File: src/rtl/seq_det_arbiter.sv
// seq_det_arbiter: round-robin time-shared pattern detector over NCH serial channels
// Ports: clk, rst (asynchronous, active-low); en (1 = RUN, 0 = IDLE);
//   cfg_we/cfg_pattern load the pattern in IDLE, cfg_err pulses on a write attempted in RUN;
//   req/bit_in per-channel serial requests, gnt one-hot combinational grant;
//   det_pulse/det_ch registered match report; clr_cnt/rd_ch/rd_cnt counter clear and readout;
//   state (0 = IDLE, 1 = RUN).
// Optional: define SEQ_DET_IRQ_EN to add parameter THRESH and sticky output irq.
module seq_det_arbiter #(
    parameter int NCH = 4,
    parameter int PAT_W = 3,
    parameter int CNT_W = 8
`ifdef SEQ_DET_IRQ_EN
    , parameter int THRESH = 4
`endif
) (
    input  logic                     clk,
    input  logic                     rst,
    input  logic                     en,
    input  logic                     cfg_we,
    input  logic [PAT_W-1:0]         cfg_pattern,
    output logic                     cfg_err,
    input  logic [NCH-1:0]           req,
    input  logic [NCH-1:0]           bit_in,
    output logic [NCH-1:0]           gnt,
    output logic                     det_pulse,
    output logic [$clog2(NCH)-1:0]   det_ch,
    input  logic [NCH-1:0]           clr_cnt,
    input  logic [$clog2(NCH)-1:0]   rd_ch,
    output logic [CNT_W-1:0]         rd_cnt,
    output logic                     state
`ifdef SEQ_DET_IRQ_EN
    , output logic                   irq
`endif
);
    localparam int CW = $clog2(NCH);
    localparam int FW = $clog2(PAT_W + 1);
    // Reset pattern is alternating 1010... taken from the MSB end.
    localparam logic [2*PAT_W-1:0] ALT = {PAT_W{2'b10}};
    localparam logic [PAT_W-1:0] PAT_RST = ALT[2*PAT_W-1 -: PAT_W];

    typedef enum logic {IDLE = 1'b0, RUN = 1'b1} state_t;

    state_t           state_q, state_d;
    logic [PAT_W-1:0] pat_q, pat_d;
    logic [PAT_W-1:0] hist_q [NCH];
    logic [PAT_W-1:0] hist_d [NCH];
    logic [FW-1:0]    fill_q [NCH];
    logic [FW-1:0]    fill_d [NCH];
    logic [CNT_W-1:0] cnt_q [NCH];
    logic [CNT_W-1:0] cnt_d [NCH];
    logic [CW-1:0]    rr_q, rr_d, det_ch_q, det_ch_d, g_idx;
    logic [CW:0]      s;
    logic             det_q, det_d, err_q, err_d, g_any, gv, match;
    logic [PAT_W-1:0] new_hist;
    logic [FW-1:0]    new_fill;
    logic [NCH-1:0]   inc;

    // Scan from the highest offset down so the first requester after rr_q wins.
    always_comb begin
        g_any = 1'b0;
        g_idx = '0;
        s = '0;
        for (int i = NCH - 1; i >= 0; i--) begin
            s = {1'b0, rr_q} + (CW+1)'(i);
            s = (s >= (CW+1)'(NCH)) ? s - (CW+1)'(NCH) : s;
            if (req[s[CW-1:0]]) begin
                g_any = 1'b1;
                g_idx = s[CW-1:0];
            end
        end
    end

    always_comb begin
        gv = g_any && state_q == RUN;
        gnt = gv ? NCH'(1) << g_idx : '0;
        new_hist = {hist_q[g_idx][PAT_W-2:0], bit_in[g_idx]};
        new_fill = fill_q[g_idx] + FW'(fill_q[g_idx] != FW'(PAT_W));
        match = gv && new_fill == FW'(PAT_W) && new_hist == pat_q;
        state_d = en ? RUN : IDLE;
        pat_d = (cfg_we && state_q == IDLE) ? cfg_pattern : pat_q;
        err_d = cfg_we && state_q == RUN;
        rr_d = !gv ? rr_q : (g_idx == CW'(NCH - 1)) ? '0 : g_idx + 1'b1;
        det_d = match;
        det_ch_d = match ? g_idx : det_ch_q;
        for (int k = 0; k < NCH; k++) begin
            hist_d[k] = (state_q == IDLE && en) ? '0 : (gv && g_idx == CW'(k)) ? new_hist : hist_q[k];
            fill_d[k] = (state_q == IDLE && en) ? '0 : (gv && g_idx == CW'(k)) ? new_fill : fill_q[k];
            inc[k] = match && g_idx == CW'(k) && cnt_q[k] != '1;
            cnt_d[k] = clr_cnt[k] ? '0 : inc[k] ? cnt_q[k] + 1'b1 : cnt_q[k];
        end
    end

    always_ff @(posedge clk or negedge rst) begin
        if (!rst) begin
            state_q  <= IDLE;
            pat_q    <= PAT_RST;
            rr_q     <= '0;
            det_q    <= 1'b0;
            det_ch_q <= '0;
            err_q    <= 1'b0;
            hist_q   <= '{default: '0};
            fill_q   <= '{default: '0};
            cnt_q    <= '{default: '0};
        end else begin
            state_q  <= state_d;
            pat_q    <= pat_d;
            rr_q     <= rr_d;
            det_q    <= det_d;
            det_ch_q <= det_ch_d;
            err_q    <= err_d;
            hist_q   <= hist_d;
            fill_q   <= fill_d;
            cnt_q    <= cnt_d;
        end
    end

    assign state     = state_q;
    assign det_pulse = det_q;
    assign det_ch    = det_ch_q;
    assign cfg_err   = err_q;
    assign rd_cnt    = cnt_q[rd_ch];

`ifdef SEQ_DET_IRQ_EN
    logic [NCH-1:0] irq_q, irq_d;

    // Per-channel sticky flag; a clear on the same cycle as the crossing wins.
    always_comb begin
        for (int k = 0; k < NCH; k++)
            irq_d[k] = !clr_cnt[k] && (irq_q[k] || (inc[k] && cnt_q[k] + 1'b1 == CNT_W'(THRESH)));
    end

    always_ff @(posedge clk or negedge rst) begin
        if (!rst)
            irq_q <= '0;
        else
            irq_q <= irq_d;
    end

    assign irq = |irq_q;
`endif
endmodule

File: config.mk
export PLATFORM = sky130hd
export DESIGN_NAME = seq_det_arbiter
export DESIGN_NICKNAME = d
export VERILOG_FILES = /design/src/rtl/seq_det_arbiter.sv
export SDC_FILE = /design/constraint.sdc
export NUM_CORES = 1
export LEC_CHECK = 0
export BUFFER_PORTS_ARGS = -buffer_cell sky130_fd_sc_hd__buf_4
export CORE_UTILIZATION = 55
export CTS_BUF_LIST = sky130_fd_sc_hd__clkbuf_8
export DETAILED_ROUTE_END_ITERATION = 8
export GPL_ROUTABILITY_DRIVEN = 1
export GPL_TIMING_DRIVEN = 0
export MAX_ROUTING_LAYER = met4
export PLACE_DENSITY = 0.74
export SLEW_MARGIN = 20
export SYNTH_ARGS = -nofsm -noshare
export SYNTH_HDL_FRONTEND = slang
export SYNTH_SLANG_ARGS = --single-unit
File: constraint.sdc
create_clock -name clk -period 3.7 [get_ports clk]
set_clock_uncertainty 0.2 [all_clocks]
set_input_delay 0.37 -clock clk [delete_from_list [all_inputs] [get_ports clk]]
set_output_delay 0.37 -clock clk [all_outputs]
set_load 0.05 [all_outputs]
# ---- Yosys cells after proc, flatten, opt, wreduce, memory -nomap -nowiden
# Index checks and enable logic that the tools add are counted.
dict set report totals {
  reg_bits 62
  latch_bits 0
  ramBits 0
  romBits 0
  in_bits 21
  n_memories 0
}
dict set report classes {
  addsub 13
  n_mul 0
  div_mod_pow 0
  order_cmp 11
  n_eq_ne 10
  shifts 1
  muxes 58
  n_bitwise 3
  n_reduce_logical 27
}
# cell n
set op_table {}
lappend op_table {{$mux W8} 10}
lappend op_table {{$mux W2} 21}
lappend op_table {{$add A8 B1 Y8 const B} 4}
lappend op_table {{$ne A8 B8 Y1 const B} 4}
lappend op_table {{$mux W3} 8}
lappend op_table {{$logic_and A1 B1 Y1} 18}
lappend op_table {{$bmux W8 S2} 1}
lappend op_table {{$reduce_bool A2 Y1} 8}
lappend op_table {{$ge A3 B3 Y1 const B} 5}
lappend op_table {{$lt A2 B3 Y1 const B} 5}
lappend op_table {{$bmux W1 S2} 5}
lappend op_table {{$mux W1} 10}
lappend op_table {{$sub A2 B1 Y2 const B} 4}
lappend op_table {{$add A2 B2 Y3 const B} 2}
lappend op_table {{$bmux W3 S2} 1}
lappend op_table {{$eq A2 B2 Y1 const B} 3}
lappend op_table {{$not A2 Y3} 2}
lappend op_table {{$bmux W2 S2} 1}
lappend op_table {{$mux W4} 1}
lappend op_table {{$shl A1 B2 Y4 const A} 1}
lappend op_table {{$add A2 B1 Y3 const B} 1}
lappend op_table {{$eq A3 B3 Y1} 1}
lappend op_table {{$ge A2 B3 Y1 const B} 1}
lappend op_table {{$add A2 B1 Y2} 1}
lappend op_table {{5 further kinds} 5}

# ---- Longest topological paths before layout
# Gate-level depths: netlist of run 1.
dict set report logic_depth {
  depth_word 22
  ltp_mapped 12
  mapped_depth_nobuf 9
}

# ---- Least setup slack after synthesis of run 1
# OpenSTA, ideal clock, no wires.
dict set report synth_path {
  kind {input-to-reg}
  start {input port req[2]}
  end {register cnt_q[23] in the netlist's numbering}
  setup_ps 128
  arrival_ps 2517
  required_ps 3372
  setup_slack_ps 855
  stages 11
  n_path_buf 3
  cell_sequence {nor2b_2 o21bai_1 and3_1 buf_2 clkbuf_1 ha_1 o21ai_0 or3_4 buf_6 nor4_1 mux2_1}
}
dict set report synth_via {
  elab_chain_cells 18
}
# item line
set synth_rtl {}
lappend synth_rtl {{start, declared} 22} ;# input logic [NCH-1:0] req,
lappend synth_rtl {{$bmux W1 S2} 66} ;# if (req[s[CW-1:0]]) begin
lappend synth_rtl {{$mux W1 (not written as such)} 66}
lappend synth_rtl {{$mux W2 (3 in a row)} 66}
lappend synth_rtl {{$mux W2 (*)} 66}
lappend synth_rtl {{via g_idx[0]} 51} ;# logic [CW-1:0] rr_q, rr_d, det_ch_q, det_ch_d, g_idx;
lappend synth_rtl {{$not A2 Y3 (not written as such)} {76, 77}}
lappend synth_rtl {{$bmux W2 S2} 77} ;# new_fill = fill_q[g_idx] + FW'(fill_q[g_idx] != FW'(PAT_W));
lappend synth_rtl {{$mux W2 (not written as such) (2 in a row)} 77}
lappend synth_rtl {{$ne A2 B2 Y1} 77}
lappend synth_rtl {{$add A2 B1 Y2} 77}
lappend synth_rtl {{$eq A2 B2 Y1} 78} ;# match = gv && new_fill == FW'(PAT_W) && new_hist == pat_q;
lappend synth_rtl {{$logic_and A1 B1 Y1 (2 in a row)} 78}
lappend synth_rtl {{$logic_and A1 B1 Y1 (*) (2 in a row)} 88} ;# inc[k] = match && g_idx == CW'(k) && cnt_q[k] != '1;
lappend synth_rtl {{$reduce_bool A2 Y1 (no line) (*)} --}
lappend synth_rtl {{end signal, assigned} 113} ;# cnt_q <= cnt_d;
lappend synth_rtl {{end, declared} 49} ;# logic [CNT_W-1:0] cnt_q [NCH];
# Mark *: on every way through the listed nets, which the timed path passes. The rest lies on a longest branch. The select of a mux whose other input is x is not followed.
# A chain may end at the register's enable or synchronous reset.

# ---- Worst setup path in the final report of run 1
dict set report layout_path {
  start {register rr_q[0]}
  end {register cnt_q[23] in the netlist's numbering}
}
dict set report layout_via {
  elab_chain_cells 21
}
# item line
set layout_rtl {}
lappend layout_rtl {{start, declared} 51}
lappend layout_rtl {{start signal, assigned} 107} ;# rr_q <= rr_d;
lappend layout_rtl {{$add A2 B2 Y3} 64} ;# s = {1'b0, rr_q} + (CW+1)'(i);
lappend layout_rtl {{$ge A3 B3 Y1 or $sub A2 B1 Y2 (tied branches)} 65} ;# s = (s >= (CW+1)'(NCH)) ? s - (CW+1)'(NCH) : s;
lappend layout_rtl {{$mux W2} 65}
lappend layout_rtl {{$bmux W1 S2} 66}
lappend layout_rtl {{$mux W1 (not written as such)} 66}
lappend layout_rtl {{$mux W2 (3 in a row)} 66}
lappend layout_rtl {{$mux W2 (*)} 66}
lappend layout_rtl {{via g_idx[0]} 51}
lappend layout_rtl {{$not A2 Y3 (not written as such)} {76, 77}}
lappend layout_rtl {{$bmux W2 S2} 77}
lappend layout_rtl {{$mux W2 (not written as such) (2 in a row)} 77}
lappend layout_rtl {{$ne A2 B2 Y1} 77}
lappend layout_rtl {{$add A2 B1 Y2} 77}
lappend layout_rtl {{$eq A2 B2 Y1} 78}
lappend layout_rtl {{$logic_and A1 B1 Y1 (2 in a row)} 78}
lappend layout_rtl {{$logic_and A1 B1 Y1 (*) (2 in a row)} 88}
lappend layout_rtl {{$reduce_bool A2 Y1 (no line) (*)} --}
# Marked as above.

==> results of run 1 <==
==> worst paths after layout <==
path                                      from   endpoint  slack (ns)  cells after the start
worst min register to register       fill_q[7]  fill_q[7]        0.30                      2
max in group asynchronous                  rst   cnt_q[5]        2.35                      2
worst min-delay path            cfg_pattern[1]   pat_q[1]        0.03                      3
worst max register to register         rr_q[0]  cnt_q[23]        0.31                     11
min in group asynchronous                  rst  cnt_q[17]        0.44                      2
worst max-delay path                   rr_q[0]  cnt_q[23]        0.31                     11
==> synth_stat cells (3+ instances only) <==
master    number
inv_1         14
o21bai_1       6
nor4_1         6
nand2_1       42
dfrtp_1       56
or2_2          3
and3_1         7
a211o_1        3
nand3_1       29
or3_1          7
o21ai_0       18
ha_1           8
nand4_1        6
nand2b_1      13
a21oi_1       27
clkbuf_1      14
nor3_1         5
mux2i_1       10
mux4_2         8
o31ai_1       16
buf_2          3
mux2_2         8
mux2_1         4
or4_1         17
nor2_1        13
nor2b_1        9
==> state kept, by name (all words and copies together), names as in the netlist, 2 cells and up <==
| register | count |
|---|---|
| cnt_q | 32 |
| det_ch | 2 |
| fill_q | 8 |
| hist_q | 8 |
| pat_q | 3 |
| rr_q | 2 |
==> metal layers <==
metal	wire [um]	up-vias
li1	-	1501
met4	164	0
met3	549	16
met5	0	-
met2	4128	109
met1	4100	1560
==> logic make-up (layout without fill, tap and decap cells) <==
family,after synthesis,after routing,share of synthesized area (%)
and+or+nand+nor,169,169,26.19
AOI/OAI and AO/OA,81,81,14.63
DFF,58,58,40.47
buffers and inverters,34,87,4.110
muxes,30,30,11.56
adders and majority gates,8,8,2.787
xor gates and xnor gates,1,1,0.2439
==> stage by stage <==
step / area, um2 / setup WS [ns] / utilization [%]
global route: 4223 / 0.1993 / 66.88
detailed placement: 3951 / 0.2441 / 62.58
global placement: 3951 / 0.3683 / 62.58
finish: 4223 / 0.3118 / 66.88
CTS: 4223 / 0.3737 / 66.88
floorplan: 3592 / 0.8551 / -
==> power by group <==
group	leakage, uW	switching (uW)	internal (uW)	total (uW)
sequential	0.000786	59.0	724	783
clock	0.000129	263	482	745
combinational	0.000873	531	249	780
total	0.00179	853	1450	2310
==> worst max-delay path, stage by stage, from the launching register on <==
cell and delay, ns:
dfrtp_1 0.43, nor2b_2 0.09, o21ai_0 0.17, and3_1 0.18, buf_2 0.16, clkbuf_1 0.41, ha_1 0.30, o21ai_0 0.11
or3_4 0.35, buf_6 0.15, nor4_1 0.35, mux2_1 0.37
==> cell type report <==
cell class / count / area, um2 / area share, %
multi-input cells: 289 / 1991 / 47.14
clock buffers: 11 / 151.4 / 3.585
plain buffers: 19 / 90.09 / 2.133
repair buffers: 37 / 282.8 / 6.696
inverters: 15 / 57.56 / 1.363
flip-flops and latches: 58 / 1454 / 34.43
well taps: 77 / 96.34 / 2.281
clock inverters: 5 / 100.1 / 2.370
==> timing repair <==
action	4_1_cts	5_1_grt
hold buffers	2	0
gates resized for setup	0	0
endpoints found under the hold margin	57	0
buffers inserted	0	0
==> summary.md, run 1 <==
| Metric | Value |
|---|---|
| Die height | `82.82 um` |
| Cell Count, Final, Fillers Out | `511` |
| Peak supply drop | `0.0004089 V` |
| Final #Nets | `458` |
| Post-Synthesis Cells | `381` |
| CP required | `3.72 ns` |
| DRC | `0` |
| Top cell type's share of synthesized area | `39.01%` |
| GRT Max-Usage Layer | `met2` |
| Initial Utilization | `56.90%` |
| Gp weighted congestion | `0.8732` |
| Post-route ant nets | `0` |
| Crit-path max FO | `11` |
| Vias per inst | `6.235` |
| Outcome | `finished clean` |
| Max-slew headroom | `49.32%` |
| Seq cells post-synth | `58` |
| Setup CP Type | `flip-flop to flip-flop` |
| Syn nets | `410` |
| Top_reg_cell synth | `dfrtp_1` |
| Critical Path AT | `3.41 ns` |
| Final wirelength | `8942 um` |
| Worst skew pair latency | `0.34 ns` |
| Final period util | `91.57%` |
| Worst-Margin Slew | `0.7602 ns` |
| Vias in the first global route | `3090` |
| Syn-to-layout area delta | `17.55%` |
| CTS root buf | `clkbuf_8` |
| Final hold vios | `0` |
| Largest cells by area after synthesis | `dfrtp_1, mux4_2, nand2_1, nand3_1, a21oi_1` |
| Avg WL per Cell | `17.50 um` |
| Pins Over Slew Limit | `0` |
| Total power | `2308 uW` |
| M3 GR Usage | `4.076%` |
| # Max-Cap Violations | `0` |
| P per Cell Area | `546.5 nW/um2` |
| First-pass GRT wire length | `15170 um` |
| Fillers | `536` |
| # IOs | `38` |
| Clock Sinks | `58` |
| RSZ-0062 raised after global routing | `false` |
| GR Util met1 | `39.79%` |
| CP Capture Type | `flip-flop` |
| Yosys top cell by area | `dfrtp_1` |
| Post-synth EDFFs | `0` |
| Fmax | `295.1 MHz` |
| CTS tree | `done` |
| Yosys warns | `0` |
| Placed insts | `493` |
| CTS max path bufs | `2` |
| GRT Resource Usage Total | `28.44%` |
| Hold WC Path Type | `primary input to flip-flop` |
| First DRT Iteration DRCs | `210` |
| PortBufs | `35` |
| Die W | `82.82 um` |
| Leak pwr | `0.001788 uW` |
| Synthesized area per cell | `9.428 um2` |
| Routed vias | `3186` |
| Largest net degree at the start of global routing | `59` |
| Die area | `6858 um2` |
| Final HPWL DP | `6229 um` |
| Initial antenna violation count | `0` |
| # setup viols final | `0` |
| TritonCTS Buffers | `9` |
| Total grt overflow | `0` |
| Most frequent cells in the layout | `dfrtp_1, nand2_1, buf_4` |
| Post-synthesis cell type count | `50` |
| Crit start category | `flip-flop` |
| Hold slack | `0.03327 ns` |
| ANT cells | `0` |
| Clock-pin slew on the worst setup and hold paths | `0.07 ns` |
| First drt pass iteration count | `6` |
| Async S/R FF share, synth | `100.0%` |
| Post-route setup TNS | `0 ns` |
| Most common cell after layout, fill and taps aside | `dfrtp_1` |
| Post-synthesis sequential area ratio | `40.47%` |
| Core area | `6314 um2` |
| Share of cells above drive strength 1 | `20.97%` |
| Syn Std Cell Area | `3592 um2` |
| CTS H-Tree Depth | `3` |
| Min Tclk post-route | `3.388 ns` |
| # rows | `29` |
| Grt met2 use | `41.88%` |
No activity file was read; power rests on OpenSTA's default activity.
==> inputs of run 2 (changes only) <==
--- a/config.mk
+++ b/config.mk
@@ -6,13 +6,13 @@
 export NUM_CORES = 1
 export LEC_CHECK = 0
 export BUFFER_PORTS_ARGS = -buffer_cell sky130_fd_sc_hd__buf_4
-export CORE_UTILIZATION = 55
+export CORE_UTILIZATION = 45
 export CTS_BUF_LIST = sky130_fd_sc_hd__clkbuf_8
 export DETAILED_ROUTE_END_ITERATION = 8
 export GPL_ROUTABILITY_DRIVEN = 1
 export GPL_TIMING_DRIVEN = 0
 export MAX_ROUTING_LAYER = met4
-export PLACE_DENSITY = 0.74
+export PLACE_DENSITY = 0.63
 export SLEW_MARGIN = 20
 export SYNTH_ARGS = -nofsm -noshare
 export SYNTH_HDL_FRONTEND = slang
==> summary.md, run 2 (synthesis gave the netlist of run 1 again) <==
| Metric | Value |
|---|---|
| Outcome | `finished clean` |
| Sequential Area | `1454 um2 (unchanged)` |
| Placed insts | `518 (+5.1%)` |
| CTS tree | `done` |
| Most common cell after layout, fill and taps aside | `dfrtp_1` |
| Final period util | `90.25% (-1.3 points)` |
| First-pass GRT wire length | `14940 um (-1.5%)` |
| Min-delay src | `cfg_pattern[2]` |
| DP Area | `3983 um2 (+0.79%)` |
| Worst skew pair latency | `0.33 ns (about the same)` |
| Min Tclk post-route | `3.339 ns (-0.04902 ns)` |
| Multi-input logic area | `1991 um2 (unchanged)` |
| Largest regs | `cnt_q x32, fill_q x8, hist_q x8` |
| Critical Path AT | `3.36 ns (-0.05 ns)` |
| RSZ-0062 raised after global routing | `false` |
| Fillers | `701 (+31%)` |
| Clock-pin slew on the worst setup and hold paths | `0.07 ns (about the same)` |
| Post-route ant nets | `0 (unchanged)` |
| Cell mode on critical path | `o21ai_0` |
| Syn-to-layout area delta | `17.10%` |
| Hold slack | `0.04148 ns (+0.008208 ns)` |
| Peak supply drop | `0.0002143 V (-48%)` |
| Fmax | `299.5 MHz (+1.5%)` |
| Hold WC Path Type | `primary input to flip-flop` |
| P per Cell Area | `512.3 nW/um2 (-6.2%)` |
| Reg2reg end | `cnt_q[23]` |
| Slowest stage delay, CP | `0.44 ns (about the same)` |
| # Max-Cap Violations | `0 (unchanged)` |
| PortBufs | `35 (unchanged)` |
| Max-slew headroom | `50.92% (+1.6 points)` |
| # rows | `32 (+10%)` |
| Worst-Margin Slew | `0.7362 ns (-0.02401 ns)` |
| End of the critical path | `cnt_q[23]` |
| Final wirelength | `8602 um (-3.8%)` |
| CTS H-Tree Depth | `3 (unchanged)` |
| ANT cells | `0 (unchanged)` |
| Initial Utilization | `46.49% (-10 points)` |
| Total grt overflow | `0 (unchanged)` |
| Die W | `91.35 um (+10%)` |
| Routed vias | `3069 (-3.7%)` |
| Critical R2R Launch | `rr_q[0]` |
| CP Capture Type | `flip-flop` |
| Post-route setup TNS | `0 ns (unchanged)` |
| Crit start category | `flip-flop` |
| Clock Sinks | `58 (unchanged)` |
| Buffers & Inverters on Critical Path | `3 (unchanged)` |
| Post-CTS setup buffer count | `0 (unchanged)` |
| Reg2reg path depth | `11 (unchanged)` |
| Final #Nets | `458 (unchanged)` |
| Initial antenna violation count | `0 (unchanged)` |
| Die area | `8344 um2 (+22%)` |
| CTS root buf | `clkbuf_8` |
| Crit-path max FO | `11 (unchanged)` |
| Largest net degree at the start of global routing | `59 (unchanged)` |
| Worst path slowest cell | `dfrtp_1` |
| Cell area after layout | `4207 um2 (-0.39%)` |
| Avg WL per Cell | `16.05 um (-8.3%)` |
| DRC | `0 (unchanged)` |
| CTS max path bufs | `2 (unchanged)` |
| Cell Count, Final, Fillers Out | `536 (+4.9%)` |
| Core Util, Final | `54.44% (-12 points)` |
| Share of cells above drive strength 1 | `20.97% (unchanged)` |
| Setup CP Type | `flip-flop to flip-flop` |
| CP Launch Point | `rr_q[0]` |
| First drt pass iteration count | `5 (-1)` |
| Final hold vios | `0 (unchanged)` |
| CP required | `3.72 ns (about the same)` |
| Die height | `91.35 um (+10%)` |
| Largest reg by FF count | `cnt_q` |
| Core area | `7727 um2 (+22%)` |
| Reg2Reg Setup Slack | `0.36 ns (+0.05 ns)` |
| Pins Over Slew Limit | `0 (unchanged)` |
| # IOs | `38 (unchanged)` |
| Crit-path leading delay family | `simple AND/OR/NAND/NOR gates` |
| Max FFs per register | `32 (unchanged)` |
| # setup viols final | `0 (unchanged)` |
| First DRT Iteration DRCs | `185 (-12%)` |
| Vias per inst | `5.726 (-8.2%)` |
| TritonCTS Buffers | `9 (unchanged)` |
| Gp weighted congestion | `0.8521 (-2.4%)` |
| Leak pwr | `0.001764 uW (-1.4%)` |
| GRT Resource Usage Total | `23.57% (-4.9 points)` |
| Vias in the first global route | `2964 (-4.1%)` |
| Most frequent cells in the layout | `dfrtp_1, nand2_1, buf_4` |
| Crit path cell chain | `nor2b_2, o21ai_0, and3_1, buf_2, clkbuf_1, ha_1, o21ai_0, or3_4, buf_6, nor4_1, mux2_1` |
| Cell depth of the worst setup path | `11 (unchanged)` |
| Final HPWL DP | `6310 um (+1.3%)` |
==> run 2: worst min-delay path: cells and delay by family <==
| family | cells | cell delay, ns |
|---|---|---|
| simple gates | 1 | 0.03 |
| compound gates | 1 | 0.06 |
| buf+inv | 1 | 0.08 |
==> run 2: metal layers <==
layer	up-vias	GRT usage, %	wire length, um
met5	-	-	0
met4	0	9.788	199
met3	14	4.020	338
met2	64	32.89	3829
met1	1492	33.78	4234
li1	1499	-	-
==> run 2: how the worst min path moves through the flow <==
stage	endpoint	depth (start not counted)	slack, ns
6_report	pat_q[2]	3	0.04
5_1_grt	pat_q[2]	3	0.03
4_1_cts	pat_q[2]	3	0.03
2_1_floorplan	cfg_err	0	-0.13
3_5_place_dp	cfg_err	1	0.29
3_3_place_gp	fill_q[7]	2	0.28
==> run 2: stage by stage <==
| step | power [uW] | worst slack [ns] |
|---|---|---|
| floorplan | 1317 | 0.8551 |
| finish | 2155 | 0.3609 |
| detailed placement | 1559 | 0.2786 |
| global route | 2290 | 0.1390 |
| global placement | 1546 | 0.2950 |
| CTS | 2167 | 0.4185 |
==> run 2: report_power, final <==
group,internal [uW],leakage [uW],switching (uW)
sequential,724,0.000786,57.3
combinational,248,0.000873,520
clock,344,0.000105,262
==> run 2: final cells by class <==
cell class	instances	share of cell area (%)
Buffer	19	2.142
Clock buffer	11	3.599
Clock inverter	5	1.249
Inverter	15	1.368
Multi-Input combinational cell	289	47.32
Sequential cell	58	34.56
Tap cell	102	3.034
Timing Repair Buffer	37	6.722
==> run 2: repair_timing <==
action | in CTS | in global routing
hold buffers | 2 | 0
gates resized for setup | 0 | 0
endpoints found under the hold margin | 57 | 0
==> inputs of run 3 (changes only) <==
--- a/config.mk
+++ b/config.mk
@@ -5,6 +5,7 @@
 export SDC_FILE = /design/constraint.sdc
 export NUM_CORES = 1
 export LEC_CHECK = 0
+export ABC_AREA = 1
 export BUFFER_PORTS_ARGS = -buffer_cell sky130_fd_sc_hd__buf_4
 export CORE_UTILIZATION = 45
 export CTS_BUF_LIST = sky130_fd_sc_hd__clkbuf_8
==> constraint.sdc (replaced) <==
create_clock -name clk -period 3.95 [get_ports clk]
set_clock_uncertainty 0.2 [all_clocks]
set_input_delay 0.395 -clock clk [delete_from_list [all_inputs] [get_ports clk]]
set_output_delay 0.395 -clock clk [all_outputs]
set_load 0.05 [all_outputs]
==> summary.md, run 3 <==
| Metric | Value |
|---|---|
| Outcome | `finished clean` |
| Leak pwr | `0.002142 uW (+21%)` |
| Post-CTS setup buffer count | `0 (unchanged)` |
| Final #Nets | `574 (+25%)` |
| # IOs | `38 (unchanged)` |
| CP Launch Point | `rr_q[0]` |
| Post-synthesis sequential area ratio | `38.80% (-1.7 points)` |
| DRC | `0 (unchanged)` |
| First DRT Iteration DRCs | `227 (+23%)` |
| CP Capture Type | `output pin` |
| Count leader, synth | `nand2_1` |
| Post-synthesis cell type count | `32 (-36%)` |
| Comb pwr share | `54.4% (+19 points)` |
| Fmax | `316.3 MHz` |
| Crit start category | `flip-flop` |
| Worst skew pair latency | `0.34 ns (about the same)` |
| Final period util | `80.04%` |
| PortBufs | `33 (-5.7%)` |
| Die height | `93.26 um (+2.1%)` |
| Peak supply drop | `0.0002834 V (+32%)` |
| Share of cells above drive strength 1 | `16.36% (-4.6 points)` |
| Top_reg_cell synth | `dfrtp_1` |
| GRT Max-Usage Layer | `met2` |
| TritonCTS Buffers | `9 (unchanged)` |
| Largest cells by area after synthesis | `dfrtp_1, nand2_1, nand3_1, nor2_1, o21ai_0` |
| Max-slew headroom | `49.65% (-1.3 points)` |
| GRT Resource Usage Total | `23.47% (-0.10 points)` |
| Initial Utilization | `47.51% (+1.0 points)` |
| Most common cell after layout, fill and taps aside | `nand2_1` |
| First-pass GRT wire length | `15390 um (+3.0%)` |
| Async S/R FF share, synth | `100.0% (unchanged)` |
| CTS max path bufs | `2 (unchanged)` |
| Largest net degree at the start of global routing | `59 (unchanged)` |
| Setup CP Type | `flip-flop to output pin` |
| Initial antenna violation count | `0 (unchanged)` |
| Pins Over Slew Limit | `0 (unchanged)` |
| Hold WC Path Type | `primary input to flip-flop` |
| Synth top cells by count | `nand2_1, nand3_1, nor2_1` |
| Total power | `3262 uW (+51%)` |
| M3 GR Usage | `5.285% (+1.3 points)` |
| Synthesized area per cell | `7.510 um2 (-20%)` |
| Yosys warns | `0 (unchanged)` |
| CTS root buf | `clkbuf_8` |
| Syn-to-layout area delta | `16.89%` |
| Part of the power in registers | `25.5% (-11 points)` |
| Grt met2 use | `34.62% (+1.7 points)` |
| Syn nets | `528 (+29%)` |
| Die W | `93.26 um (+2.1%)` |
| Post-route ant nets | `0 (unchanged)` |
| Post-route setup TNS | `0 ns (unchanged)` |
| Vias in the first global route | `3228 (+8.9%)` |
| Core area | `7888 um2 (+2.1%)` |
| Min Tclk post-route | `3.162 ns` |
| Final HPWL DP | `6324 um (+0.22%)` |
| Die area | `8697 um2 (+4.2%)` |
| Routed vias | `3391 (+10%)` |
| Post-synth EDFFs | `0 (unchanged)` |
| Syn Std Cell Area | `3747 um2 (+4.3%)` |
| Worst-Margin Slew | `0.7553 ns (+0.01911 ns)` |
| Min-delay src | `cfg_we` |
| RSZ-0062 raised after global routing | `false` |
| Clock Sinks | `58 (unchanged)` |
| Avg WL per Cell | `13.77 um (-14%)` |
| Most frequent cells in the layout | `nand2_1, nand3_1, nor2_1` |
| Top cell type's share of synthesized area | `37.40% (-1.6 points)` |
| Final hold vios | `0 (unchanged)` |
| # rows | `32 (unchanged)` |
| CTS H-Tree Depth | `3 (unchanged)` |
| CP required | `3.36 ns (-0.36 ns)` |
| Final wirelength | `8980 um (+4.4%)` |
| Total grt overflow | `0 (unchanged)` |
| # setup viols final | `0 (unchanged)` |
| Largest regs | `cnt_q x32, fill_q x8, hist_q x8` |
| P_int | `1685 uW (+28%)` |
| GR Util met1 | `31.94% (-1.8 points)` |
| CTS tree | `done` |
| First drt pass iteration count | `4 (-1)` |
| Yosys top cell by area | `dfrtp_1` |
| # Max-Cap Violations | `0 (unchanged)` |
| P per Cell Area | `744.6 nW/um2 (+45%)` |
| Crit-path max FO | `11 (unchanged)` |
| ANT cells | `0 (unchanged)` |
| Gp weighted congestion | `0.9482 (+11%)` |
| Clock power share | `20.1% (-8.0 points)` |
| Critical R2R Launch | `rr_q[0]` |
| Psw | `1577 uW (+88%)` |
| Largest reg by FF count | `cnt_q` |
| Seq cells post-synth | `58 (unchanged)` |
| Vias per inst | `5.201 (-9.2%)` |
| Post-Synthesis Cells | `499 (+31%)` |
| Critical Path AT | `2.57 ns (-0.79 ns)` |
| Switch share | `48.35% (+9.4 points)` |
| Max FFs per register | `32 (unchanged)` |
| Clock-pin slew on the worst setup and hold paths | `0.06 ns (about the same)` |
## run 3: path summary, 6_finish.rpt
path / to / slack, ns / depth (start not counted)
setup / recovery: gnt[0] / 0.79 / 13
hold / removal: cfg_err / 0.08 / 3
setup reg to reg: cnt_q[15] / 1.12 / 16
hold reg to reg: fill_q[6] / 0.29 / 2
max in group asynchronous: hist_q[1] / 2.59 / 2
min in group asynchronous: fill_q[7] / 0.46 / 2
## run 3: logic make-up (layout without fill, tap and decap cells)
group	count (synthesis)	count (layout)	share of synthesized area [%]
muxes	1	1	0.3005
DFF	58	58	38.80
AOI/OAI and AO/OA	63	63	8.848
and+or+nand+nor	295	295	38.33
adders and majority gates	8	8	2.671
xor gates and xnor gates	23	23	5.376
buffers and inverters	51	102	5.676
## run 3: critical path, cell delays in order (launching register included)
cell and delay [ns]:
dfrtp_1 0.41, buf_6 0.16, xnor2_1 0.17, nand2_2 0.11, nand3_2 0.12, nand2_2 0.07
nand2_4 0.13, nand2_4 0.10, buf_8 0.16, inv_1 0.17, ha_1 0.17, inv_1 0.07
nor2_1 0.16, buf_4 0.22
## run 3: cell type report
| type | count | area (um2) |
|---|---|---|
| flip-flops and latches | 58 | 1454 |
| clock inverters | 4 | 72.57 |
| well taps | 102 | 127.6 |
| fillers | 712 | 3507 |
| clock buffers | 12 | 165.2 |
| plain buffers | 9 | 52.55 |
| inverters | 42 | 160.2 |
| multi-input cells | 390 | 2081 |
| repair buffers | 35 | 267.8 |
## run 3: repair_timing
action,4_1_cts,5_1_grt
resized for setup,0,0
hold endpoints to repair,57,0
endpoints found under the setup margin,0,0
hold buffers,2,0
## run 3: power groups by stage
stage | sequential [uW] | combinational [uW] | clock (uW)
after floorplan | 860 | 1330 | 0
after global placement | 837 | 1740 | 0
after detailed placement | 840 | 1770 | 0
after CTS | 829 | 1780 | 669
after global routing | 849 | 1960 | 701
final | 832 | 1770 | 656
## run 3: routing by layer
| layer | vias to the layer above | routed length, um |
|---|---|---|
| met5 | - | 0 |
| met4 | 0 | 141 |
| li1 | 1727 | - |
| met3 | 12 | 315 |
| met2 | 61 | 3970 |
| met1 | 1591 | 4552 |
## run 3: stage by stage
step                instance area [um2]  setup slack (ns)  cells  hold WS (ns)  utilization [%]
floorplan                          3747             1.123    499       -0.1006                -
finish                             4380            0.7884    652       0.07731            55.54
global route                       4380            0.6522    652       0.06754            55.54
global placement                   4123             1.138    634        0.2672            52.27
CTS                                4380            0.7768    652       0.06344            55.54
detailed placement                 4123             1.119    634        0.2744            52.27
